==> config.mk <==
export PLATFORM = sky130hd
export DESIGN_NAME = oled_frame_streamer
export DESIGN_NICKNAME = d
export VERILOG_FILES = /design/src/rtl/oled_frame_streamer_pkg.sv /design/src/rtl/spi_byte_shifter.sv /design/src/rtl/oled_frame_streamer.sv
export SDC_FILE = /design/constraint.sdc
export NUM_CORES = 1
export LEC_CHECK = 0
export CAP_MARGIN = 25
export CORE_MARGIN = 2
export CORE_UTILIZATION = 54
export CTS_BUF_LIST = sky130_fd_sc_hd__clkbuf_16
export DETAILED_ROUTE_END_ITERATION = 6
export GPL_TIMING_DRIVEN = 0
export HOLD_SLACK_MARGIN = 0.02
export PLACE_DENSITY = 0.81
export REMOVE_ABC_BUFFERS = 1
export SLEW_MARGIN = 20
export SYNTH_ARGS = -nofsm -noshare
export SYNTH_HDL_FRONTEND = slang
export SYNTH_SLANG_ARGS = --single-unit
==> constraint.sdc <==
create_clock -name clk -period 3.4 [get_ports clk]
set_clock_uncertainty 0.2 [all_clocks]
set_input_delay 0.85 -clock clk [delete_from_list [all_inputs] [get_ports clk]]
set_output_delay 0.85 -clock clk [all_outputs]
set_load 0.01 [all_outputs]
==> src/rtl/oled_frame_streamer_pkg.sv <==
// oled_frame_streamer_pkg: shared display geometry, RGB565 layout, init command ROM and streamer states
package oled_frame_streamer_pkg;
  localparam int OLED_WIDTH = 96;
  localparam int OLED_HEIGHT = 64;
  localparam int OLED_PIXELS = OLED_WIDTH * OLED_HEIGHT;
  localparam int RGB565_R_BITS = 5;
  localparam int RGB565_G_BITS = 6;
  localparam int RGB565_B_BITS = 5;
  localparam int RGB565_BITS = RGB565_R_BITS + RGB565_G_BITS + RGB565_B_BITS;
  localparam int INIT_LEN = 10;
  localparam logic [INIT_LEN*8-1:0] INIT_CMDS = 80'hAE_A0_72_15_00_5F_75_00_3F_AF;
  typedef enum logic [2:0] {
    RST_HOLD,
    PWR_WAIT,
    CMD_LOAD,
    CMD_SHIFT,
    IDLE,
    PIX_FETCH,
    PIX_SHIFT
  } state_t;
  function automatic logic [7:0] init_cmd(input logic [3:0] i);
    return INIT_CMDS[8*(INIT_LEN-1-int'(i)) +: 8];
  endfunction
endpackage

==> src/rtl/spi_byte_shifter.sv <==
// spi_byte_shifter: MSB-first SPI serialiser for 8- or 16-bit words, sclk idle high, data launched on falling edge
module spi_byte_shifter #(
  parameter int CLK_DIV = 4
) (
  input  logic        clk,
  input  logic        reset,
  input  logic        load,
  input  logic [15:0] data,
  input  logic [4:0]  bits,
  output logic        sclk,
  output logic        sdin,
  output logic        done
);
  localparam int CW = $clog2(CLK_DIV + 1);
  logic [CW-1:0] cnt;
  logic [3:0] bit_left;
  logic [14:0] sreg;
  logic busy;
  logic half_end;
  assign half_end = cnt == CW'(CLK_DIV - 1);
  assign done = busy && sclk && half_end && bit_left == '0;
  // each bit: CLK_DIV cycles low (data already valid), then CLK_DIV cycles high
  always_ff @(posedge clk or posedge reset)
    if (reset) begin
      busy <= 1'b0;
      cnt <= '0;
      bit_left <= '0;
      sreg <= '0;
      sclk <= 1'b1;
      sdin <= 1'b0;
    end else if (load) begin
      busy <= 1'b1;
      cnt <= '0;
      bit_left <= 4'(bits - 5'd1);
      sreg <= bits == 5'd8 ? {data[6:0], 8'h00} : data[14:0];
      sdin <= bits == 5'd8 ? data[7] : data[15];
      sclk <= 1'b0;
    end else if (busy) begin
      cnt <= half_end ? '0 : cnt + 1'b1;
      if (half_end) begin
        if (!sclk) sclk <= 1'b1;
        else if (bit_left == '0) busy <= 1'b0;
        else begin
          sclk <= 1'b0;
          sdin <= sreg[14];
          sreg <= {sreg[13:0], 1'b0};
          bit_left <= bit_left - 4'd1;
        end
      end
    end
endmodule

==> src/rtl/oled_frame_streamer.sv <==
// oled_frame_streamer: SSD1331 power-up, command init and continuous 96x64 RGB565 frame streaming over SPI
module oled_frame_streamer
  import oled_frame_streamer_pkg::*;
#(
  parameter int CLK_DIV = 4,
  parameter int RST_CYCLES = 1000,
  parameter int PWR_CYCLES = 2000,
  parameter int PIX_LATENCY = 2
) (
  input  logic                   clk,
  input  logic                   reset,
  input  logic                   enable,
  input  logic [RGB565_BITS-1:0] pixel_data,
  output logic [12:0]            pixel_index,
  output logic                   frame_begin,
  output logic                   sending_pixels,
  output logic                   cs,
  output logic                   sclk,
  output logic                   sdin,
  output logic                   d_cn,
  output logic                   resn,
  output logic                   vccen,
  output logic                   pmoden
);
  state_t state;
  logic [31:0] cnt;
  logic [3:0] cmd_idx;
  logic gap_done, fetch_ready, load, done;
  logic [15:0] data;
  logic [4:0] bits;
  assign gap_done = state == CMD_LOAD && cnt == 32'(2 * CLK_DIV - 1);
  assign fetch_ready = state == PIX_FETCH && cnt == 32'(PIX_LATENCY - 1);
  assign load = gap_done || fetch_ready;
  assign data = state == PIX_FETCH ? pixel_data : {8'h00, init_cmd(cmd_idx)};
  assign bits = state == PIX_FETCH ? 5'd16 : 5'd8;
  spi_byte_shifter #(.CLK_DIV(CLK_DIV)) u_shift (
    .clk(clk),
    .reset(reset),
    .load(load),
    .data(data),
    .bits(bits),
    .sclk(sclk),
    .sdin(sdin),
    .done(done)
  );
  // power-up, command init and pixel streaming sequencer; owns cs and d_cn
  always_ff @(posedge clk or posedge reset)
    if (reset) begin
      state <= RST_HOLD;
      cnt <= '0;
      cmd_idx <= '0;
      pixel_index <= '0;
      frame_begin <= 1'b0;
      sending_pixels <= 1'b0;
      cs <= 1'b1;
      d_cn <= 1'b0;
      resn <= 1'b0;
      vccen <= 1'b0;
      pmoden <= 1'b0;
    end else begin
      frame_begin <= 1'b0;
      cnt <= cnt + 32'd1;
      case (state)
        RST_HOLD: begin
          pmoden <= 1'b1;
          if (cnt == 32'(RST_CYCLES - 1)) begin
            resn <= 1'b1;
            vccen <= 1'b1;
            cnt <= '0;
            state <= PWR_WAIT;
          end
        end
        PWR_WAIT:
          if (cnt == 32'(PWR_CYCLES - 1)) begin
            cnt <= '0;
            state <= CMD_LOAD;
          end
        CMD_LOAD:
          if (gap_done) begin
            cs <= 1'b0;
            d_cn <= 1'b0;
            state <= CMD_SHIFT;
          end
        CMD_SHIFT:
          if (done) begin
            cs <= 1'b1;
            cnt <= '0;
            if (cmd_idx == 4'(INIT_LEN - 1)) state <= IDLE;
            else begin
              cmd_idx <= cmd_idx + 4'd1;
              state <= CMD_LOAD;
            end
          end
        IDLE:
          if (enable) begin
            frame_begin <= pixel_index == '0;
            sending_pixels <= 1'b1;
            d_cn <= 1'b1;
            cnt <= '0;
            state <= PIX_FETCH;
          end
        PIX_FETCH:
          if (fetch_ready) begin
            cs <= 1'b0;
            state <= PIX_SHIFT;
          end
        PIX_SHIFT:
          if (done) begin
            cnt <= '0;
            if (pixel_index == 13'(OLED_PIXELS - 1)) begin
              pixel_index <= '0;
              frame_begin <= 1'b1;
            end else pixel_index <= pixel_index + 13'd1;
            if (enable) state <= PIX_FETCH;
            else begin
              cs <= 1'b1;
              sending_pixels <= 1'b0;
              state <= IDLE;
            end
          end
        default: state <= RST_HOLD;
      endcase
    end
endmodule

==> results.ini, run 1 <==
[global_routing]
gr-total-overflow=0
grt_max_degree=60
antenna_found_initial=0
grt_pass1_vias=3575
grt_pass1_wl_um=15990
grt_usage_pct=22.11

[drt]
drt_iter0_drc=123
drc_errors=0
wl_per_cell_um=15.00
dr.pass1.iters=4
ant_nets=0
via_per_inst=5.841
finalWirelength_um=9449
route.vias.total=3680

[sta]
period_share_pct=94.49
fmax_mhz=311.3
hold_viol_final=0
rsz0062_at_grt=no
fin_crit_ns=3.213
worst_pin_slew_ns=0.8976
slew_violations=0
setup_viol=0
slew_headroom_pct=39.66
holdWs_ns=0.2945

[yosys]
ys_top_cells_by_count=dfrtp_1 (81), nor2_1 (61), nand3_1 (31)
yosysTopAreaCellShare_pct=44.05
synth-compound-area-share_pct=11.34
syn_avg_cell_area_um2=9.469
synth-async-reset-ratio_pct=100.0
synth_top_family_by_area=simple AND/OR/NAND/NOR gates
yosysWarnings=0
post_synth_main_area_contributors=dfrtp_1 (44%), nor2_1 (5.0%), xnor2_1 (4.4%), xor2_1 (3.8%), nand3_1 (3.4%)
synth.ff_latch_count=83
synthSimpleGateAreaFrac_pct=26.40
synth_seq_area_share_pct=45.19
synth_top_cell_by_area=dfrtp_1
syn_area_um2=4602
muxShareOfSynthArea_pct=2.583
synth_cell_types=59
synthFlopType=dfrtp_1
syn_inst=486
synth.most_common_cell=dfrtp_1
synth-xor-area-share_pct=8.184
synthAdderAreaFrac_pct=2.719
synth_edf_count=0

[setup_path]
required_ns=3.42
path_cells=or4_1 > or4_4 > a211oi_4 > buf_6 > buf_8 > nand2b_1 > ha_1 > inv_1 > o21ai_0 > nor2_1 > a221o_1
cp_num_buf_inv=3
crit_type=register to register
critPathLaunchType=register
crit_family=simple AND/OR/NAND/NOR gates
slowest_delay_ns=0.58
endpoint_kind=register
slowest_stage=or4_4
arrival_ns=3.23
crit_fanout=21

[clocking]
clockBufferDepth=2
clk_pin_slew_worst_paths_ns=0.07
root_buffer=clkbuf_16
cts_buffers=9
htreeDepth=3
insertion_delay_ns=0.34
cts_tree=yes
clkSinkCount=83

[pwr]
p_sw_uw=450.4
seqPwrFrac_pct=50.2
clkPwrFrac_pct=47.5
comb_power_share_pct=2.3
p_sw_share_pct=22.89
peakVddDrop_uv=276.6
power_density_nw_per_um2=361.9
p_int_mw=1.517
p_leak_nw=2.260

[finish]
finish.utilization_pct=65.82
final_cells=630
nFillCells=682
n_antenna_cell=0
fin_nets=549
area_delta_synth_final_pct=18.11
drive_gt1_share_pct=9.143

[die]
initial_core_util_pct=55.73
core_area_um2=8258
ios=41
die_h_um=96.32
die_area_um2=9277
die_x_um=96.32
rows=33

[placed_design]
numPortBuffers=40
post-dp-hpwl_um=6587
gp_congestion=0.8322
dp_cells=612

[min_path]
hold_class=register to register

[flow_run]
maxCapViolCount=0

[status]
status=completed

power by group through the flow:
stage / registers, mW / logic [mW] / clock network [mW]
floorplan: 1.01 / 0.0150 / 0
finish: 0.987 / 0.0450 / 0.935
CTS: 0.987 / 0.0466 / 0.949
global placement: 1.01 / 0.0417 / 0
global route: 0.986 / 0.0508 / 0.998
detailed placement: 1.01 / 0.0462 / 0
placed cells by master, fill, tap and decap left out, types with 4 or more instances in the layout:
cell,instances
a211oi_1,9
a21oi_1,20
and3_1,5
and4_1,5
clkbuf_16,9
clkdlybuf4s50_1,40
dfrtp_1,78
ha_1,10
inv_1,15
mux2i_1,7
nand2_1,23
nand2b_1,8
nand3_1,31
nand3b_1,5
nand4_1,14
nand4b_1,4
nor2_1,60
nor2b_1,13
nor3_1,10
nor3b_1,5
nor4_1,12
o21ai_0,18
o21ai_1,4
or4_1,6
xnor2_1,23
xor2_1,20
path summary, 6_finish.rpt:
check                             start             endpoint  slack (ns)  depth (start not counted)
worst max-delay path            cnt[10]  u_shift.bit_left[2]        0.19                         11
worst min-delay path             pmoden               pmoden        0.29                          1
worst max register to register  cnt[10]  u_shift.bit_left[2]        0.19                         11
worst min register to register   pmoden               pmoden        0.29                          1
max in group asynchronous         reset                   cs        1.74                          3
min in group asynchronous         reset               cnt[9]        0.63                          2
sequential cells by signal, summed over array words and instances, names as in the netlist:
signal            count
cnt                  32
u_shift.sreg         15
pixel_index          13
cmd_idx               4
u_shift.bit_left      4
state                 3
u_shift.cnt           3
cs                    1
d_cn                  1
frame_begin           1
pmoden                1
sending_pixels        1
u_shift.busy          1
u_shift.sclk          1
u_shift.sdin          1
vccen                 1
cell type report:
| type | count | area [um^2] | share of cell area (%) |
|---|---|---|---|
| Tap cell | 105 | 131.4 | 2.417 |
| Multi-Input combinational cell | 363 | 2375 | 43.69 |
| Clock buffer | 9 | 225.2 | 4.144 |
| Timing Repair Buffer | 47 | 499.2 | 9.185 |
| Inverter | 16 | 62.56 | 1.151 |
| Sequential cell | 83 | 2083 | 38.33 |
| Clock inverter | 7 | 58.81 | 1.082 |
per-stage QoR:
| step | instance area, um^2 | power [mW] | setup WS, ns | setup TNS (ns) |
|---|---|---|---|---|
| after floorplan | 4497 | 1.021 | -0.1564 | -0.1564 |
| after global placement | 5029 | 1.048 | -1.070 | -111.80 |
| after detailed placement | 5129 | 1.052 | -0.2417 | -0.2417 |
| after CTS | 5421 | 1.983 | 0.04727 | 0 |
| after global routing | 5435 | 2.035 | 0.01286 | 0 |
| final | 5435 | 1.967 | 0.1873 | 0 |
routing by layer:
metal / vias to the layer above / share of wire [%] / routed length [um] / GRT usage, %
met2: 50 / 49 / 4672 / 37.67
met5: - / 0 / 0 / 0
li1: 1801 / - / - / -
met4: 0 / 1.6 / 150 / 7.864
met1: 1814 / 46 / 4365 / 28.09
met3: 15 / 2.8 / 260 / 4.229
cells by family (layout without fill, tap and decap cells):
kind of cell / Yosys count / after routing
DFF: 83 / 83
AOI/OAI and AO/OA: 77 / 77
buffers and inverters: 40 / 79
and+or+nand+nor: 222 / 222
adders and majority gates: 10 / 10
xor gates and xnor gates: 43 / 43
muxes: 11 / 11
what timing repair did:
| item | in CTS | in global routing |
|---|---|---|
| hold buffers | 0 | 0 |
| setup endpoints to repair | 1 | 1 |
| setup buffers | 1 | 1 |
| pin swaps | 1 | 1 |
| resized for setup | 1 | 3 |
Note: power is estimated with default switching activity, not from simulation.
==> run 2: changes to the inputs <==
--- a/config.mk
+++ b/config.mk
@@ -14,6 +14,7 @@
 export HOLD_SLACK_MARGIN = 0.02
 export PLACE_DENSITY = 0.81
 export REMOVE_ABC_BUFFERS = 1
+export SKIP_LAST_GASP = 1
 export SLEW_MARGIN = 20
 export SYNTH_ARGS = -nofsm -noshare
 export SYNTH_HDL_FRONTEND = slang
==> results of run 2 <==
The final DEF is identical to that of run 1; final timing and power are the same.
==> run 3: changes to the inputs <==
--- a/config.mk
+++ b/config.mk
@@ -13,6 +13,7 @@
 export GPL_TIMING_DRIVEN = 0
 export HOLD_SLACK_MARGIN = 0.02
 export PLACE_DENSITY = 0.81
+export RECOVER_POWER = 25
 export REMOVE_ABC_BUFFERS = 1
 export SKIP_LAST_GASP = 1
 export SLEW_MARGIN = 20
==> results.ini, run 3 (synthesis gave the netlist of run 1 again) <==
[status]
status=completed

[flow_run]
maxCapViolCount=0  ; unchanged

[drt]
via_per_inst=5.849  ; +0.14%
drc_errors=0  ; unchanged
finalWirelength_um=9437  ; -0.13%
ant_nets=0  ; unchanged
drt_iter0_drc=153  ; +24%
dr.pass1.iters=4  ; unchanged
route.vias.total=3685  ; +0.14%
wl_per_cell_um=14.98  ; -0.13%

[sta]
holdWs_ns=0.2945  ; +0.00002300 ns
setup_viol=0  ; unchanged
worst_pin_slew_ns=1.077  ; +0.1790 ns
fmax_mhz=311.2  ; about the same
slew_violations=0  ; unchanged
hold_viol_final=0  ; unchanged
fin_crit_ns=3.213  ; +0.0005410 ns
period_share_pct=94.51  ; about the same
rsz0062_at_grt=no
slew_headroom_pct=27.83  ; -12 points

[setup_path]
slowest_delay_ns=0.58  ; about the same
crit_type=register to register
critPathLaunchType=register
cp_num_buf_inv=3  ; unchanged
arrival_ns=3.23  ; about the same
required_ns=3.42  ; about the same
endpoint_kind=register
slowest_stage=or4_4
crit_family=simple AND/OR/NAND/NOR gates
path_cells=or4_1 > or4_4 > a211oi_4 > buf_6 > buf_8 > nand2b_1 > ha_1 > inv_1 > o21ai_0 > nor2_1 > a221o_1
crit_fanout=21  ; unchanged

[clocking]
insertion_delay_ns=0.34  ; about the same
clkSinkCount=83  ; unchanged
root_buffer=clkbuf_16
cts_tree=yes
htreeDepth=3  ; unchanged
cts_buffers=9  ; unchanged
clockBufferDepth=2  ; unchanged
clk_pin_slew_worst_paths_ns=0.07  ; about the same
cts_hold_buf=0  ; unchanged

[placed_design]
placed_cell_area_um2=5129  ; unchanged
numPortBuffers=40  ; unchanged
gp_congestion=0.8322  ; unchanged
post-dp-hpwl_um=6587  ; unchanged

[finish]
final_cell_mix=dfrtp_1 (78), nor2_1 (60), clkdlybuf4s50_1 (39), nand3_1 (31)
reg_top3=cnt: 32 flops, u_shift.sreg: 15 flops, pixel_index: 13 flops
largest_reg_flops=32  ; unchanged
top_register=cnt
n_antenna_cell=0  ; unchanged
area_delta_synth_final_pct=17.65
fin_nets=549  ; unchanged
layout_commonest_cell=dfrtp_1
drive_gt1_share_pct=9.143  ; unchanged
design_area_um2=5414  ; -0.39%

[die]
die_x_um=96.32  ; unchanged
initial_core_util_pct=55.73  ; unchanged
core_area_um2=8258  ; unchanged
ios=41  ; unchanged
die_area_um2=9277  ; unchanged
die_h_um=96.32  ; unchanged
rows=33  ; unchanged

[pwr]
power_density_nw_per_um2=363.4  ; +0.39%
peakVddDrop_uv=279.0  ; +0.85%
p_leak_nw=2.248  ; -0.54%

[global_routing]
grt_usage_pct=22.11  ; unchanged
grt_max_degree=60  ; unchanged
grt_pass1_vias=3575  ; unchanged
gr-total-overflow=0  ; unchanged
grt_pass1_wl_um=15990  ; unchanged
antenna_found_initial=0  ; unchanged

[min_path]
hold_class=register to register

## run 3: cell count changes in the layout (fill, tap and decap cells not counted), sizes merged
cell	delta
clkinvlp	+1
clkdlybuf4s50	-1
dlygate4sd3	+1
clkbuf	+1
inv	-1
buf	-1
## run 3: layout make-up
type	count	area (um^2)
clock buffers	9	225.2
clock inverters	7	58.81
fillers	685	2844
inverters	16	61.31
multi-input cells	363	2375
flip-flops and latches	83	2083
well taps	105	131.4
repair buffers	47	479.2
## run 3: repair_timing
item / 4_1_cts / 5_1_grt
resized for setup: 1 / 3
pin swaps: 1 / 1
setup buffers: 1 / 1
setup endpoints to repair: 1 / 1
## run 3: final timing paths
path | startpoint | to | slack (ns) | depth (start not counted)
worst max-delay path | cnt[10] | u_shift.bit_left[2] | 0.19 | 11
worst min-delay path | pmoden | pmoden | 0.29 | 1
worst max register to register | cnt[10] | u_shift.bit_left[2] | 0.19 | 11
worst min register to register | pmoden | pmoden | 0.29 | 1
max in group asynchronous | reset | cnt[10] | 0.62 | 3
min in group asynchronous | reset | cnt[9] | 0.96 | 2
## run 3: layer usage
metal / routed length (um) / vias up / GRT usage [%] / part of all wire, %
met2: 4692 / 54 / 37.67 / 50
met4: 139 / 0 / 7.864 / 1.5
li1: - / 1800 / - / -
met1: 4330 / 1819 / 28.09 / 46
met3: 275 / 12 / 4.229 / 2.9
met5: 0 / - / 0 / 0
## run 3: power by group
group          switching, mW  internal, mW  leakage, nW
Combinational         0.0225        0.0187        0.999
Clock                  0.431         0.508        0.140
Sequential                 0         0.987         1.11
Total                  0.453          1.51         2.25
## run 3: per-stage QoR
stage	util [%]	setup TNS [ns]	worst slack, ns	total power [mW]	cells
2_1_floorplan	-	-0.1564	-0.1564	1.021	462
3_3_place_gp	60.89	-111.80	-1.070	1.048	607
3_5_place_dp	62.11	-0.2417	-0.2417	1.052	612
4_1_cts	65.65	0	0.04727	1.983	629
5_1_grt	65.56	0	0.01286	2.032	630
6_report	65.56	0	0.1868	1.967	630
